$ cat config.mk
export PLATFORM = sky130hd
export DESIGN_NAME = shreg_univ_seq
export DESIGN_NICKNAME = d
export VERILOG_FILES = /design/src/rtl/shreg_univ_seq.sv
export SDC_FILE = /design/constraint.sdc
export NUM_CORES = 1
export LEC_CHECK = 0
export CAP_MARGIN = 20
export CORE_UTILIZATION = 55
export CTS_BUF_LIST = sky130_fd_sc_hd__clkbuf_2 sky130_fd_sc_hd__clkbuf_4 sky130_fd_sc_hd__clkbuf_8
export DETAILED_ROUTE_END_ITERATION = 8
export GPL_TIMING_DRIVEN = 0
export HOLD_SLACK_MARGIN = 0.1
export PLACE_DENSITY = 0.95
export SLEW_MARGIN = 0
export SYNTH_ARGS = -nofsm -noshare
export SYNTH_HDL_FRONTEND = slang
export SYNTH_SLANG_ARGS = --single-unit
$ cat constraint.sdc
create_clock -name pclk -period 3.7 [get_ports pclk]
set_clock_uncertainty 0.1 [all_clocks]
set_input_delay 0.74 -clock pclk [delete_from_list [all_inputs] [get_ports pclk]]
set_output_delay 0.74 -clock pclk [all_outputs]
set_load 0.1 [all_outputs]
$ cat src/rtl/shreg_univ_seq.sv
// Universal shift register with a small sequencer for multi-step shift and rotate operations.
// Optional registered parity output is enabled by defining SHREG_UNIV_PARITY_EN.
module shreg_univ_seq #(
    parameter int WIDTH = 16,
    parameter int CNT_W = 5
) (
    input  logic             pclk,
    input  logic             prst_n,
    input  logic             pen,
    input  logic             pclr,
    input  logic [2:0]       pmode,
    input  logic             pstart,
    input  logic [CNT_W-1:0] pcount,
    input  logic [WIDTH-1:0] pd,
    input  logic             psi,
    output logic [WIDTH-1:0] pq,
    output logic             pso,
    output logic             pbusy,
    output logic             pdone,
`ifdef SHREG_UNIV_PARITY_EN
    output logic             pparity,
`endif
    output logic             o_dbg_state
);

    localparam logic [2:0] MODE_HOLD = 3'b000;
    localparam logic [2:0] MODE_LOAD = 3'b001;
    localparam logic [2:0] MODE_SHL  = 3'b010;
    localparam logic [2:0] MODE_SHR  = 3'b011;
    localparam logic [2:0] MODE_ROL  = 3'b100;
    localparam logic [2:0] MODE_ROR  = 3'b101;

    typedef enum logic {
        ST_IDLE = 1'b0,
        ST_RUN  = 1'b1
    } state_t;

    state_t           r_state;
    state_t           w_state_nxt;
    logic [WIDTH-1:0] r_q;
    logic [WIDTH-1:0] w_q_nxt;
    logic [CNT_W-1:0] r_rem;
    logic [CNT_W-1:0] w_rem_nxt;
    logic [2:0]       r_mode;
    logic [2:0]       w_mode_nxt;
    logic             r_done;
    logic             w_done_nxt;
    logic             w_is_shift;

    function automatic logic [WIDTH-1:0] f_step(input logic [2:0] m,
                                                input logic [WIDTH-1:0] q,
                                                input logic si);
        case (m)
            MODE_SHL: f_step = {q[WIDTH-2:0], si};
            MODE_SHR: f_step = {si, q[WIDTH-1:1]};
            MODE_ROL: f_step = {q[WIDTH-2:0], q[WIDTH-1]};
            MODE_ROR: f_step = {q[0], q[WIDTH-1:1]};
            default:  f_step = q;
        endcase
    endfunction

    assign w_is_shift = (pmode == MODE_SHL) || (pmode == MODE_SHR) ||
                        (pmode == MODE_ROL) || (pmode == MODE_ROR);

    always_ff @(posedge pclk or negedge prst_n) begin
        if (!prst_n) begin
            r_state <= ST_IDLE;
        end else begin
            r_state <= w_state_nxt;
        end
    end

    // Clear beats the enable; a cleared op never reports done.
    always_comb begin
        w_state_nxt = r_state;
        w_q_nxt     = r_q;
        w_rem_nxt   = r_rem;
        w_mode_nxt  = r_mode;
        w_done_nxt  = 1'b0;
        if (pclr) begin
            w_state_nxt = ST_IDLE;
            w_q_nxt     = '0;
            w_rem_nxt   = '0;
            w_mode_nxt  = MODE_HOLD;
        end else if (pen) begin
            case (r_state)
                ST_IDLE: begin
                    if (pmode == MODE_LOAD) begin
                        w_q_nxt = pd;
                    end else if (w_is_shift && pstart) begin
                        w_mode_nxt = pmode;
                        if (pcount == '0) begin
                            w_done_nxt = 1'b1;
                        end else begin
                            w_q_nxt = f_step(pmode, r_q, psi);
                            if (pcount == CNT_W'(1)) begin
                                w_done_nxt = 1'b1;
                            end else begin
                                w_rem_nxt   = pcount - CNT_W'(1);
                                w_state_nxt = ST_RUN;
                            end
                        end
                    end
                end
                ST_RUN: begin
                    w_q_nxt = f_step(r_mode, r_q, psi);
                    if (r_rem > CNT_W'(1)) begin
                        w_rem_nxt = r_rem - CNT_W'(1);
                    end else begin
                        w_rem_nxt   = '0;
                        w_state_nxt = ST_IDLE;
                        w_done_nxt  = 1'b1;
                    end
                end
                default: begin
                    w_state_nxt = ST_IDLE;
                end
            endcase
        end
    end

    always_ff @(posedge pclk or negedge prst_n) begin
        if (!prst_n) begin
            r_q    <= '0;
            r_rem  <= '0;
            r_mode <= MODE_HOLD;
            r_done <= 1'b0;
        end else begin
            r_q    <= w_q_nxt;
            r_rem  <= w_rem_nxt;
            r_mode <= w_mode_nxt;
            r_done <= w_done_nxt;
        end
    end

`ifdef SHREG_UNIV_PARITY_EN
    logic r_parity;

    always_ff @(posedge pclk or negedge prst_n) begin
        if (!prst_n) begin
            r_parity <= 1'b0;
        end else begin
            r_parity <= ^w_q_nxt;
        end
    end

    assign pparity = r_parity;
`endif

    // Right-moving modes shift out of bit 0, everything else out of the MSB.
    assign pso         = ((r_mode == MODE_SHR) || (r_mode == MODE_ROR)) ? r_q[0] : r_q[WIDTH-1];
    assign pq          = r_q;
    assign pbusy       = (r_state == ST_RUN);
    assign pdone       = r_done;
    assign o_dbg_state = r_state;

endmodule

### After elaboration in Yosys (flattened, before gate mapping)

Index checks and enable logic that the tools add are counted.
Widths: inputs -> output; s select.

* logic and storage cells: 78
* register bits: 26
* input bits: 30
* output and inout port bits: 20

* muxes and demuxes: 38
* eq/ne operators: 20
* bitwise operators: 1
* reductions and logical operators: 11
* $add $sub $neg: 2
* $lt $le $gt $ge: 1

Operators by type and width (count)
* $pmux 16 s4: 2
* $mux 16: 5
* $mux 5: 7
* $pmux 16 s2: 1
* $mux 1: 15
* $mux 3: 5
* $eq 3x2->1 const B: 4
* $eq 3x3->1 const B: 4
* $ne 3x3->1 const B: 4
* $pmux 5 s2: 1
* $reduce_and 5->1: 2
* $sub 5x1->5 const B: 2
* $ne 4x4->1 const B: 2
* $ne 7x7->1 const B: 1
* $ne 6x2->1 const B: 1
* $eq 5x1->1 const B: 1
* $gt 5x1->1 const B: 1
* $logic_not 5->1: 1
* $logic_or 1x1->1: 4
* $ne 2x2->1 const B: 2
* $pmux 1 s2: 2
* $reduce_and 4->1: 1
* $reduce_bool 2->1: 2
* $eq 3x1->1 const B: 1
* other kinds (2): 2

### Logic depth before layout (Yosys ltp)

* depth in word-level cells: 10
* mapped depth: 8
* gate-level depth less buffers: 7

### Worst setup path before layout

No wires, ideal clock.

* kind: input-to-reg
* start: input port pcount[0]
* end: register r_q[14] (netlist: pq[14])
* stages: 8
* data arrival time: 2296 ps
* setup slack: 1200 ps
* setup time: 104 ps
* path buffers: 1
* required time: 3496 ps
* path through: inv_1 -> ha_1 -> or4b_2 -> a311oi_1 -> a21o_2 -> buf_4 -> nand2_1 -> o41ai_4

* longest elaborated chain between the ends: 3

Ends and longest elaborated chain
* from (decl): line 13 `input logic [CNT_W-1:0] pcount,`
* $logic_not 5->1: line 92 `if (pcount == '0) begin`
* $ne 4x4->1 (no source line)
* $reduce_and 5->1 (no source line)
* to (signal assigned): line 129 `r_q <= w_q_nxt;`
* to (decl): line 40 `logic [WIDTH-1:0] r_q;`

No other way between the ends.
A chain may end at the register's enable or synchronous reset.

### Worst setup path in the final report

* start: register r_mode[2]
* end: output port pso

* longest elaborated chain between the ends: 3
* elaborated cells between the ends (all ways): 4
* classes of those cells: eq/ne: 2; mux: 1; reduce/logical: 1

Ends and longest elaborated chain
* from (decl): line 44 `logic [2:0] r_mode;`
* from (signal assigned): line 131 `r_mode <= w_mode_nxt;`
* $eq 3x2->1 / $eq 3x3->1 (equally long branches): line 151 `assign pso = ((r_mode == MODE_SHR) || (r_mode == MODE_ROR)) ? r_q[0] : r_q[WIDTH-1];`
* $logic_or 1x1->1 *: line 151
* $mux 1 *: line 151
* to (decl): line 17 `output logic pso,`

Mark *: on every way between the ends. The rest lies on a longest branch, timed or not.

==> key figures <==
Outcome
  • Status: completed

Timing
  • Hold slack: 0.485 ns
  • RSZ-0062 raised after global routing: no
  • Max frequency: a little under 300 MHz
  • Final-report hold violation count: 0
  • Setup violators final: 0
  • Fin crit share: a little over nine tenths
  • Fin. max-slew vios: 0
  • Slew @ Worst Pin: 0.973 ns
  • Setup TNS: 0 ns
  • Worst slew margin: between 30% and 40%
  • Tmin final: 3.47 ns

Drt
  • Routed WL per cell: 17.6 um
  • Drt first pass iters: 6
  • DRC: 0
  • Total detailed-routing wirelength: just under 7 mm
  • Iteration-0 DRC Markers: ~330
  • DR vias/cell: between 6 and 7
  • DR vias: approximately 2,600
  • Routed Antenna Nets: 0

Floorplanning
  • Row cnt: 22
  • Starting Density: slightly below 60%
  • # IOs: 50
  • Die height: 66.1 um
  • Die extent in x: 66.1 um
  • Core Area: around 0.0038 sq mm
  • Die ar.: roughly 0.0044 sq mm

Synthesis
  • FFs w/ async S/R, synth: between 90% and 100%
  • Top post-synthesis cells by area: dfrtp_1 29%, o22ai_1 8.6%, nand2_1 6.5%
  • Post-synth EDFFs: 0
  • Synth Register Bits: 26
  • Synth Instances: between 200 and 300
  • Synthesized cell area: roughly 0.0023 sq mm
  • Syn_area_per_cell: 7.95 sq um
  • Count of cell types in the netlist: 47
  • Post-synth top area share: roughly 29%
  • Top cell type by total area after synthesis: dfrtp_1
  • Post-synth top flop: dfrtp_1
  • YS warnings: 0
  • Sequential-to-total area share from yosys stat: roughly 29%
  • Syn Nets: around 320

Critical path
  • Slowest stage delay, CP: between 1 and 1.5 ns
  • CP endpoint kind: output port
  • Worst R2R Path Depth: 5
  • Worst EP required: between 2 and 3 ns
  • CP Launch Type: flop
  • Crit path kind: reg2out
  • Critical-path top delay cell: clkdlybuf4s50_1
  • CP Max Fanout: 8
  • CP cell instances: buf_2 > xor2_1 > nand2_1 > mux2_2 > clkdlybuf4s50_1
  • Worst EP arrival: between 2 and 3 ns

Clock tree
  • Clock Tree Root: clkbuf_8
  • CTS sink count: 26
  • Post-cts resize count: 0
  • Worst-skew pair later-pin latency: about 0.29 ns
  • Setup repair bufs after CTS: 0
  • Clock-pin slew on the worst setup and hold paths: around 0.10 ns
  • TritonCTS Buffers: 3
  • CTS tree: built
  • Htree depth: 1
  • Longest Clk Path Bufs: 2
  • Hold_buf cts: 0

Finish
  • Multi-input logic area: 0.00143 sq mm
  • Register Area: 651 sq um
  • Final Non-Filler Cells: about 380
  • Area Growth Syn to Fin: 27.3%
  • Final core utilization: 75.7%
  • Final nets: ~370
  • Antenna diodes: 0
  • Share of cells above drive strength 1: a little under 8%
  • Most common cell after layout, fill and taps aside: clkdlybuf4s50_1
  • Fillers: between 200 and 300
  • Most frequent cells in the layout: 47 x clkdlybuf4s50_1, 39 x nand2_1, 31 x o22ai_1

Placed design
  • Gpl congestion: between 0.9 and 1
  • Dpl hpwl: 4.86 mm
  • Port Buffers: 47
  • Placed Cells: between 300 and 400

Power
  • Peak VDD IR: ~0.38 mV
  • Pleak: 1.21 nW
  • Power per cell area: a little under 400 mW/mm^2

GRT
  • Initial antenna violation count: 0
  • Vias in the first global route: 2,305
  • GRT overflow: 0
  • Largest net degree at the start of global routing: 16
  • GRT Total Usage: 33.7%
  • First-pass GRT wire length: about 11 mm

Min path
  • Worst Hold Class: reg2reg
  • Worst hold path cell count: 2

Run
  • Max cap viols: 0
worst max-delay path, delay by kind of cell (launching register included):
| family | cells | cell delay [ns] |
|---|---|---|
| buffers and inverters | 2 | 1.30 |
| flip-flops | 1 | 0.36 |
| XOR/XNOR | 1 | 0.29 |
| multiplexers | 1 | 0.26 |
| AND/OR/NAND/NOR | 1 | 0.14 |
final timing paths:
check,start,to,slack (ns)
worst max-delay path,r_mode[2]$_DFFE_PN0P_,pso,0.23
worst min-delay path,r_rem[3]$_DFFE_PN0P_,r_rem[3]$_DFFE_PN0P_,0.49
worst max register to register,o_dbg_state$_DFFE_PN0N_,pq[5]$_DFFE_PN0P_,1.38
worst min register to register,r_rem[3]$_DFFE_PN0P_,r_rem[3]$_DFFE_PN0P_,0.49
max in group asynchronous,prst_n,pdone$_DFF_PN0_,2.21
min in group asynchronous,prst_n,pq[4]$_DFFE_PN0P_,0.76
cell families after synthesis:
family | after synthesis | synth area share, %
compound gates | 112 | 37.7
xor+xnor | 5 | 1.94
fa+ha+maj | 5 | 2.77
buf+inv | 39 | 8.04
flops | 26 | 28.8
mux | 6 | 2.72
simple gates | 91 | 18.0
state kept, by name (all words and copies together) (netlist names):
name,count
o_dbg_state,1
pdone,1
pq,16
r_mode,3
r_rem,5
final cells by class:
type	count	share of cell area, %
flip-flops and latches	26	22.6
repair buffers	48	16.9
multi-input cells	219	49.6
well taps	48	2.09
inverters	13	1.70
clock inverters	1	1.04
clock buffers	3	1.44
plain buffers	26	4.61
power by group:
part | internal (mW) | switching [mW] | total (mW)
Clock | 0.145 | 0.101 | 0.246
Combinational | 0.169 | 0.331 | 0.500
Sequential | 0.309 | 0.0500 | 0.359
Total | 0.623 | 0.481 | 1.10
layer usage:
layer / track usage (%) / up-vias / share of wire (%) / wire [um]
met3: 6.38 / 27 / 10 / 687
li1: - / 1179 / - / -
met5: 0 / - / 0 / 0
met4: 9.04 / 0 / 2.7 / 183
met1: 46.2 / 1225 / 40 / 2710
met2: 54.2 / 170 / 47 / 3170
cells in the mapped netlist, types with 7 or more instances:
cell type and n:
nor3_1 8, o41ai_2 8, dfrtp_1 26, o22ai_1 31, nor2_1 25, clkbuf_1 16, o22a_1 13, inv_1 13
a21oi_1 23, nand2_1 39, o21ai_0 7
metrics by stage:
stage,setup slack (ns),area (sq um),total power [mW]
after detailed placement,0.325,2800,0.855
final,0.229,2870,1.10
after CTS,0.252,2870,1.10
after global routing,0.171,2870,1.15
after global placement,0.435,2790,0.842
after floorplan,1.20,2260,0.714
Power figures use the tool's default switching activity.
